<file path="config.mk">
export PLATFORM = sky130hd
export DESIGN_NAME = multicycle_control_fsm
export DESIGN_NICKNAME = d
export VERILOG_FILES = /design/src/rtl/multicycle_control_fsm.sv
export SDC_FILE = /design/constraint.sdc
export NUM_CORES = 1
export LEC_CHECK = 0
export BUFFER_PORTS_ARGS = -buffer_cell sky130_fd_sc_hd__buf_2
export CORE_ASPECT_RATIO = 0.7
export CORE_UTILIZATION = 45
export CTS_CLUSTER_SIZE = 25
export DETAILED_ROUTE_END_ITERATION = 16
export GPL_TIMING_DRIVEN = 0
export PLACE_DENSITY = 0.77
export SETUP_SLACK_MARGIN = 0.4
export SLEW_MARGIN = 20
export SYNTH_ARGS = -nofsm -noshare
export SYNTH_HDL_FRONTEND = slang
export SYNTH_SLANG_ARGS = --single-unit
</file>
<file path="constraint.sdc">
create_clock -name clk -period 2.07 [get_ports clk]
set_clock_uncertainty 0.1 [all_clocks]
set_input_delay 0.5175 -clock clk [delete_from_list [all_inputs] [get_ports clk]]
set_output_delay 0.5175 -clock clk [all_outputs]
set_load 0.02 [all_outputs]
</file>
<file path="src/rtl/multicycle_control_fsm.sv">
// Multicycle main control unit for the 16-bit CPU.
// It steps each instruction through fetch, decode, execute, memory and
// writeback, and drives the datapath enables for each step. It also latches
// the instruction register, which supplies opcode and Funct to the ALU
// control unit. Memory accesses use a ready handshake with a timeout abort.
// Optional feature macro: CTRL_ILLEGAL_TRAP_EN. When it is defined, an
// undefined opcode sends the FSM to TRAP, and the illegal_op port is added.
module multicycle_control_fsm #(
    parameter int TIMEOUT_CYCLES    = 15,
    parameter int RESET_STATE_FETCH = 1
) (
    input  logic        clk,
    input  logic        reset,
    input  logic [15:0] mem_rdata,
    input  logic        mem_ready,
    input  logic        zero,
    output logic [1:0]  ALUOp,
    output logic [3:0]  opcode,
    output logic [1:0]  Funct,
    output logic        ir_write,
    output logic        pc_write,
    output logic        pc_write_cond,
    output logic [1:0]  pc_source,
    output logic        iord,
    output logic        mem_read,
    output logic        mem_write,
    output logic        alu_src_a,
    output logic [1:0]  alu_src_b,
    output logic        reg_write,
    output logic        reg_dst,
    output logic        mem_to_reg,
    output logic        bus_error,
`ifdef CTRL_ILLEGAL_TRAP_EN
    output logic        illegal_op,
`endif
    output logic [3:0]  state_dbg
);

    typedef enum logic [3:0] {
        FETCH    = 4'd0,
        DECODE   = 4'd1,
        MEM_ADDR = 4'd2,
        MEM_RD   = 4'd3,
        MEM_WB   = 4'd4,
        MEM_WR   = 4'd5,
        EXEC_R   = 4'd6,
        WB_R     = 4'd7,
        BRANCH   = 4'd8,
        JUMP     = 4'd9,
        EXEC_I   = 4'd10,
        WB_I     = 4'd11,
        TRAP     = 4'd12
    } state_t;

    localparam logic [3:0] OP_R    = 4'b0000;
    localparam logic [3:0] OP_LW   = 4'b0001;
    localparam logic [3:0] OP_SHFT = 4'b0010;
    localparam logic [3:0] OP_SW   = 4'b0011;
    localparam logic [3:0] OP_BEQ  = 4'b0100;
    localparam logic [3:0] OP_J    = 4'b0101;
    localparam logic [3:0] OP_ADDI = 4'b1001;
    localparam logic [3:0] OP_SUBI = 4'b1010;
    localparam logic [3:0] OP_SLTI = 4'b1011;

    localparam logic [7:0] TIMEOUT_COUNT = 8'(TIMEOUT_CYCLES);
    // The FSM always leaves reset in FETCH. The parameter is fixed at 1.
    localparam state_t     RESET_STATE   = (RESET_STATE_FETCH == 1) ? FETCH : FETCH;

    state_t      state_r;
    state_t      next_state_s;
    logic [15:0] ir_r;
    logic [7:0]  wait_cnt_r;
    logic        wait_state_s;
    logic        timeout_s;
    logic        ir_load_s;
    logic        unused_ir_bits_s;

    // IR[11:2] carries register and immediate fields. The datapath decodes
    // them, and this unit does not use them.
    assign unused_ir_bits_s = ^ir_r[11:2];

    // Next-state and output decode. While reset is high, every output is held at 0.
    always_comb begin
        next_state_s  = state_r;
        ALUOp         = 2'b00;
        opcode        = ir_r[15:12];
        Funct         = ir_r[1:0];
        ir_write      = 1'b0;
        pc_write      = 1'b0;
        pc_write_cond = 1'b0;
        pc_source     = 2'b00;
        iord          = 1'b0;
        mem_read      = 1'b0;
        mem_write     = 1'b0;
        alu_src_a     = 1'b0;
        alu_src_b     = 2'b00;
        reg_write     = 1'b0;
        reg_dst       = 1'b0;
        mem_to_reg    = 1'b0;
        bus_error     = 1'b0;
`ifdef CTRL_ILLEGAL_TRAP_EN
        illegal_op    = 1'b0;
`endif
        state_dbg     = state_r;
        ir_load_s     = 1'b0;
        wait_state_s  = (state_r == FETCH) || (state_r == MEM_RD) || (state_r == MEM_WR);
        timeout_s     = wait_state_s && !mem_ready && (wait_cnt_r == TIMEOUT_COUNT);

        if (reset) begin
            opcode       = 4'b0000;
            Funct        = 2'b00;
            state_dbg    = 4'd0;
            timeout_s    = 1'b0;
            next_state_s = RESET_STATE;
        end else begin
            bus_error = timeout_s;
            case (state_r)
                FETCH: begin
                    mem_read  = 1'b1;
                    alu_src_b = 2'b01;
                    if (mem_ready) begin
                        ir_write     = 1'b1;
                        pc_write     = 1'b1;
                        ir_load_s    = 1'b1;
                        next_state_s = DECODE;
                    end else begin
                        next_state_s = FETCH;
                    end
                end
                DECODE: begin
                    alu_src_b = 2'b11;
                    case (ir_r[15:12])
                        OP_R:                             next_state_s = EXEC_R;
                        OP_LW, OP_SW:                     next_state_s = MEM_ADDR;
                        OP_BEQ:                           next_state_s = BRANCH;
                        OP_J:                             next_state_s = JUMP;
                        OP_ADDI, OP_SUBI, OP_SLTI, OP_SHFT: next_state_s = EXEC_I;
`ifdef CTRL_ILLEGAL_TRAP_EN
                        default:                          next_state_s = TRAP;
`else
                        default:                          next_state_s = FETCH;
`endif
                    endcase
                end
                MEM_ADDR: begin
                    alu_src_a = 1'b1;
                    alu_src_b = 2'b10;
                    if (ir_r[15:12] == OP_SW) begin
                        next_state_s = MEM_WR;
                    end else begin
                        next_state_s = MEM_RD;
                    end
                end
                MEM_RD: begin
                    mem_read = 1'b1;
                    iord     = 1'b1;
                    if (mem_ready) begin
                        next_state_s = MEM_WB;
                    end else if (timeout_s) begin
                        next_state_s = FETCH;
                    end else begin
                        next_state_s = MEM_RD;
                    end
                end
                MEM_WB: begin
                    reg_write    = 1'b1;
                    mem_to_reg   = 1'b1;
                    next_state_s = FETCH;
                end
                MEM_WR: begin
                    mem_write = 1'b1;
                    iord      = 1'b1;
                    if (mem_ready) begin
                        next_state_s = FETCH;
                    end else if (timeout_s) begin
                        next_state_s = FETCH;
                    end else begin
                        next_state_s = MEM_WR;
                    end
                end
                EXEC_R: begin
                    alu_src_a    = 1'b1;
                    ALUOp        = 2'b10;
                    next_state_s = WB_R;
                end
                WB_R: begin
                    reg_write    = 1'b1;
                    reg_dst      = 1'b1;
                    next_state_s = FETCH;
                end
                EXEC_I: begin
                    alu_src_a    = 1'b1;
                    alu_src_b    = 2'b10;
                    ALUOp        = 2'b11;
                    next_state_s = WB_I;
                end
                WB_I: begin
                    reg_write    = 1'b1;
                    next_state_s = FETCH;
                end
                BRANCH: begin
                    // The PC is written only if zero is 1. That gate is in the
                    // datapath, so zero is not used here.
                    alu_src_a     = 1'b1;
                    ALUOp         = 2'b01;
                    pc_write_cond = 1'b1;
                    pc_source     = 2'b01;
                    next_state_s  = FETCH;
                end
                JUMP: begin
                    pc_write     = 1'b1;
                    pc_source    = 2'b10;
                    next_state_s = FETCH;
                end
                TRAP: begin
`ifdef CTRL_ILLEGAL_TRAP_EN
                    illegal_op   = 1'b1;
                    next_state_s = TRAP;
`else
                    next_state_s = FETCH;
`endif
                end
                default: begin
                    next_state_s = FETCH;
                end
            endcase
        end
    end

    // State register.
    always_ff @(posedge clk) begin
        if (reset) begin
            state_r <= RESET_STATE;
        end else begin
            state_r <= next_state_s;
        end
    end

    // Instruction register. It loads only when a fetch completes.
    always_ff @(posedge clk) begin
        if (reset) begin
            ir_r <= 16'h0000;
        end else if (ir_load_s) begin
            ir_r <= mem_rdata;
        end else begin
            ir_r <= ir_r;
        end
    end

    // Wait counter for the memory handshake. It clears on any state change
    // and on a timeout. On a timeout in FETCH the state does not change, so
    // that case needs its own clear.
    always_ff @(posedge clk) begin
        if (reset) begin
            wait_cnt_r <= 8'd0;
        end else if (timeout_s || (next_state_s != state_r)) begin
            wait_cnt_r <= 8'd0;
        end else if (wait_state_s && !mem_ready) begin
            wait_cnt_r <= wait_cnt_r + 8'd1;
        end else begin
            wait_cnt_r <= wait_cnt_r;
        end
    end

    // Suppress unused warning: zero is consumed by the datapath PC gate.
    logic unused_zero_s;
    assign unused_zero_s = zero;

endmodule

</file>
==> results of run 1 <==
## synth_stat cells, types with 2 or more instances
cell	count	area (sq um)
or3_1	2	12.5
nand2_1	15	56.3
and2_1	2	12.5
a2111oi_0	2	17.5
nor2_1	20	75.1
buf_2	5	25.0
nor4_1	12	75.1
a21oi_1	9	45.0
nor2b_1	7	43.8
nor4bb_1	2	20.0
and3_1	6	37.5
nand2b_1	3	18.8
nor3b_1	2	15.0
dfxtp_1	22	440
xnor2_1	6	52.6
xor2_1	4	35.0
nor3_1	11	55.1
mux2i_1	5	50.1
nand4_1	4	25.0
o22ai_1	2	12.5
a22oi_1	3	22.5
inv_1	8	30.0
clkbuf_1	3	11.3
buf_4	4	30.0
nand3_1	4	20.0
o21ai_0	3	15.0
buf_1	2	7.51
## kinds of logic after synthesis
| family | count (synthesis) |
|---|---|
| flip-flops | 22 |
| adder cells (fa/ha/maj) | 1 |
| AND/OR/NAND/NOR | 95 |
| AO/OA/AOI/OAI | 27 |
| buffers and inverters | 23 |
| XOR/XNOR | 10 |
| multiplexers | 8 |
## stage by stage
stage,util (%),setup TNS (ps)
after floorplan,-,0
after global placement,67.7,-235
after detailed placement,67.7,-814
after CTS,94.0,-130
## what timing repair did
item,in CTS
gates cloned,5
endpoints found under the setup margin,39
resized for setup,110
setup buffers,23
pin swaps,17
==> results.md, run 1 <==
- The last stage reached is global routing (5_1_grt).
- The most frequently used flop master after synthesis is dfxtp_1.
- The final RePlAce weighted congestion is 0.913.
- The post-place instance area is 0.00196 sq mm.
- After clock tree synthesis, the flow added hold-fix buffers numbering 0.
- Of the post-synthesis cell area, the part taken by muxes is 6.04%.
- After synthesis the netlist holds a flip-flop and latch count of 22.
- A synthesized cell averages 7.68 sq um.
- The HPWL after detailed placement is 3.01 mm.
- The synthesized netlist contains 45 unique library cells.
- The number of clock buffers added by TritonCTS is 3.
- The tool reported: "[ERROR DPL-0038] Utilization greater than 100%, impossible to legalize".
- The post-synthesis instance total is 186.
- The initial utilization of the core area, before any placement, comes to 49.2%.
- The vertical extent of the die is 49.1 um.
- The flow did not finish.
- Counting flops with a built-in enable in the synthesized netlist gives 0.
- Of the total synthesized cell area, the portion taken by XOR and XNOR cells is 6.13%.
- During placement, the flow inserted port buffers numbering 34.
- After Yosys synthesis, and, or, nand and nor cells account for 35.6% of the synthesized area.
- The clock root buffer is clkbuf_8.
- The largest family of logic cells by synthesized area is simple AND/OR/NAND/NOR gates.
- The number of sinks on the clock net is 22.
- The setup slack at placement is -101 ps.
- The largest net degree at the start of global routing is 14.
- The synthesized netlist occupies a cell area of 0.00143 sq mm.
- The number of buffers on the longest clock path is 2.
- The compound-cell area share of the yosys netlist is 13.0%.
- The floorplan row count is 16.
- In this run the horizontal extent of the chip is 69.4 um.
- The synthesized-area fraction occupied by adder cells is 0.876%.
- Yosys printed 0 warnings.
- The number of nets handed over by synthesis was 207.
- Of the synthesized area, sequential elements account for 30.8%.
- When the global-route repair_timing finished, the worst setup path ended at reg_write.
- The number of ports placed on the die boundary is 47.
- The share of async-settable or async-resettable flops after synthesis is 0%.
- After the last repair the worst path ends at a primary output.
- The number of placed instances with taps included is 256.
- The deepest level of the CTS H-tree is 1.
==> inputs of run 2 (changes only) <==
CORE_AREA = 2 2 63 65   (was default)
CORE_ASPECT_RATIO = default   (was 0.7)
CORE_UTILIZATION = default   (was 45)
CTS_CLUSTER_SIZE = default   (was 25)
DIE_AREA = 0 0 65 67   (was default)
PLACE_DENSITY = default   (was 0.77)
PLACE_DENSITY_LB_ADDON = 0.15   (was default)
SETUP_SLACK_MARGIN = default   (was 0.4)
clock period = 2.7 ns   (was 2.07 ns; I/O delays follow)
==> results.md, run 2 <==
- IR analysis of the VDD net gives a maximum drop of 0.378 mV.
- STA classifies the critical path startpoint as a primary input.
- The net switching power is 0.000452 W.
- The x dimension of the die is 65 um.
- The number of antenna violations at the first check in global routing is 0.
- By area the synthesized netlist is led by dfxtp_1 (31%), nor2_1 (5.3%), nor4_1 (5.3%).
- The number of antenna diodes in the final layout is 0.
- The endpoint arrival time on the critical path is 1810 ps.
- Timing would allow up to 0.388 GHz.
- In the routed design, unresolved DRC markers number 0.
- The worst hold path belongs to the class reg2reg.
- The final layout contains 245 nets.
- For this design the ratio of total power to cell area is 687 mW/mm^2.
- Summing all flip-flop and latch instances after layout gives 440 sq um.
- For this run, the total global-route usage over all layers was measured as 20.2%.
- The most frequently used flop master after synthesis is dfxtp_1.
- The detailed-route vias per instance is 5.42.
- The floorplan has 22 rows.
- Summing every instance area after synthesis gives 0.00143 sq mm.
- Clock-pin slew was measured on the worst setup and hold paths at 80 ps.
- At the later pin of the worst-skew pair, clock insertion delay measures 270 ps.
- STA puts the critical path data required time at 1920 ps.
- Leaving out fill and tap cells, the most frequent cell in the layout is buf_2.
- In this run the post-CTS setup repair buffer count came out at 0.
- The most common cell in the synthesized netlist is dfxtp_1.
- Sequential cells burn 32.8% of the power.
- The routed layout has 1470 vias.
- The initial utilization of the core area, before any placement, comes to 39.6%.
- The number of global-route vias before repair is 1404.
- The average cell area after synthesis is 7.68 sq um.
- Power comes to 0.00120 W.
- After synthesis, the most frequently instantiated cells are dfxtp_1 (22), nor2_1 (20), nand2_1 (15).
- The worst-path maximum fanout is 9.
- Compared with the post-synthesis result, the final layout area differs by 22.2%.
- The number of library cell types mapped by synthesis is 45.
- The number of failing hold endpoints at the final stage was 0.
- Entering global routing, the biggest net connects 14 pins.
- The worst setup path is captured at an output port.
- Internal power comes to 0.000748 W.
- The number of flops mapped to enable cells by yosys is 0.
- The reported leakage power is 0.800 nW.
- The number of buffers inserted for hold repair after clock tree synthesis is 0.
- The die covers 0.00436 sq mm.
- Once detailed placement completed, the half-perimeter wirelength came to 2.88 mm.
- The post-synthesis register bit count is 22.
- The number of setup violations in the final report is 0.
- The total clock buffers created by CTS is 3.
- In this run the vertical extent of the chip is 67 um.
- The portion of synthesized cell area occupied by the leading cell type is 30.8%.
- The number of search-and-repair iterations in the first detailed-routing pass is 4.
- The final RePlAce weighted congestion is 0.872.
- The logic gate share of total power is 41.2%.
- The worst-margin pin slew is 717 ps.
- The Yosys step of the flow raised 0 warnings.
- Setup repair after global routing left no endpoint under its margin.
- For the final routed database, the setup TNS stands at 0 ps.
- The final critical-path required period is 2580 ps.
- The number of ports placed on the die boundary is 47.
- The first-iteration detailed-routing DRC count is 97.
- Synthesis produced a netlist with a net count of 207.
- The clock power share is 26.0%.
- The share of async-settable or async-resettable flops after synthesis is 0%.
- The flow ran to the end, and the final reports show no timing, DRC or antenna violations.
- TritonCTS built the clock tree.
- The period utilization is 95.6%.
- The number of sinks on the clock net is 22.
- The fraction of final layout cells sized beyond drive strength 1 is 26.5%.
- The top cell types in the final layout, fill and taps aside, are buf_2 (37), dfxtp_1 (22), nor2_1 (19).
- The antenna violation net count after detailed routing is 0.
- The cell sitting at the root of the clock tree is a clkbuf_8.
- In this run the number of H-tree levels came out at 1.
- The path type of the worst setup path is in2out.
- The worst slew slack as a fraction of its limit is 52.2%.
- The dominant cell type by area after synthesis is dfxtp_1.
- After global routing the overflow that remains totals 0.
- The first global-routing pass estimated 6.83 mm of wire.
- In the final layout, the multi-input gates occupy 896 sq um.
- The share of the yosys chip area belonging to registers is 30.8%.
- The final core utilization is 48.4%.
- The number of violations of the max-capacitance limit is 0.
- In the final routed layout, each cell accounts on average for 14.4 um.
- The fraction of power spent switching nets is 37.7%.
- The aggregate routed wire length is 3.90 mm.
- After filler insertion, the fill cell instance count of the layout stands at 385.
- Buffers placed on the I/O ports in this run total 34.
- No sink is reached through more buffers than the 2 on the longest clock path.
- Synthesis produced 186 cells.
- After floorplanning, the core was sized to cover 0.00361 sq mm.
- The final-report max-slew violation count is 0.
==> run 2: cells by family after synthesis <==
logic type,count (synthesis),share of synthesized area (%)
mux,8,6.04
compound gates,27,13.0
simple gates,95,35.6
flops,22,30.8
buf+inv,23,7.53
fa+ha+maj,1,0.876
xor+xnor,10,6.13
==> run 2: power groups by stage <==
stage	clock (W)	combinational, W	sequential, W
finish	0.000313	0.000495	0.000393
global placement	0	0.000486	0.000401
global route	0.000332	0.000552	0.000399
CTS	0.000317	0.000489	0.000393
floorplan	0	0.000368	0.000392
detailed placement	0	0.000483	0.000400
==> run 2: final timing paths <==
| check | from | to | slack (ps) | cells after the start |
|---|---|---|---|---|
| hold reg to reg | ir_r[0] | ir_r[0] | 470 | 3 |
| setup / recovery | mem_ready | bus_error | 120 | 6 |
| hold / removal | ir_r[0] | ir_r[0] | 470 | 3 |
| setup reg to reg | state_r[0] | wait_cnt_r[2] | 460 | 7 |
==> run 2: final cells by class <==
class / count / area share, %
inverter: 9 / 1.93
timing repair buffer: 34 / 9.74
tap: 48 / 3.44
sequential: 22 / 25.2
buffer: 13 / 4.30
clock buffer: 3 / 2.36
clock inverter: 1 / 1.72
multi-input combinational: 141 / 51.3
==> run 2: per-layer routing <==
layer / up-vias / routed length [um] / GRT usage [%]
li1: 740 / - / -
met1: 684 / 1900 / 28.5
met3: 2 / 208 / 4.05
met5: - / 0 / 0
met2: 44 / 1780 / 33.0
met4: 0 / 12 / 1.60
==> run 2: per-stage QoR <==
stage | hold slack [ps] | cells | instance area (sq um) | setup WS [ps]
3_3_place_gp | 442 | 268 | 1660 | -9.21
3_5_place_dp | 443 | 268 | 1660 | -18.7
5_1_grt | 490 | 271 | 1750 | 3.40
6_report | 466 | 271 | 1750 | 120
4_1_cts | 466 | 272 | 1740 | 19.9
2_1_floorplan | 416 | 186 | 1430 | 69.8
==> run 2: what timing repair did <==
item / CTS / global route
setup endpoints to repair: 1 / 9
cloned: 0 / 0
pin swaps: 0 / 0
gates resized for setup: 1 / 7
==> run 2: critical path, stage by stage <==
cell and delay (ps):
buf_2 160, nor4bb_1 290, a22o_1 240, nand2_1 160, nor2_1 110, buf_2 170
(Power assumes the default switching activity.)
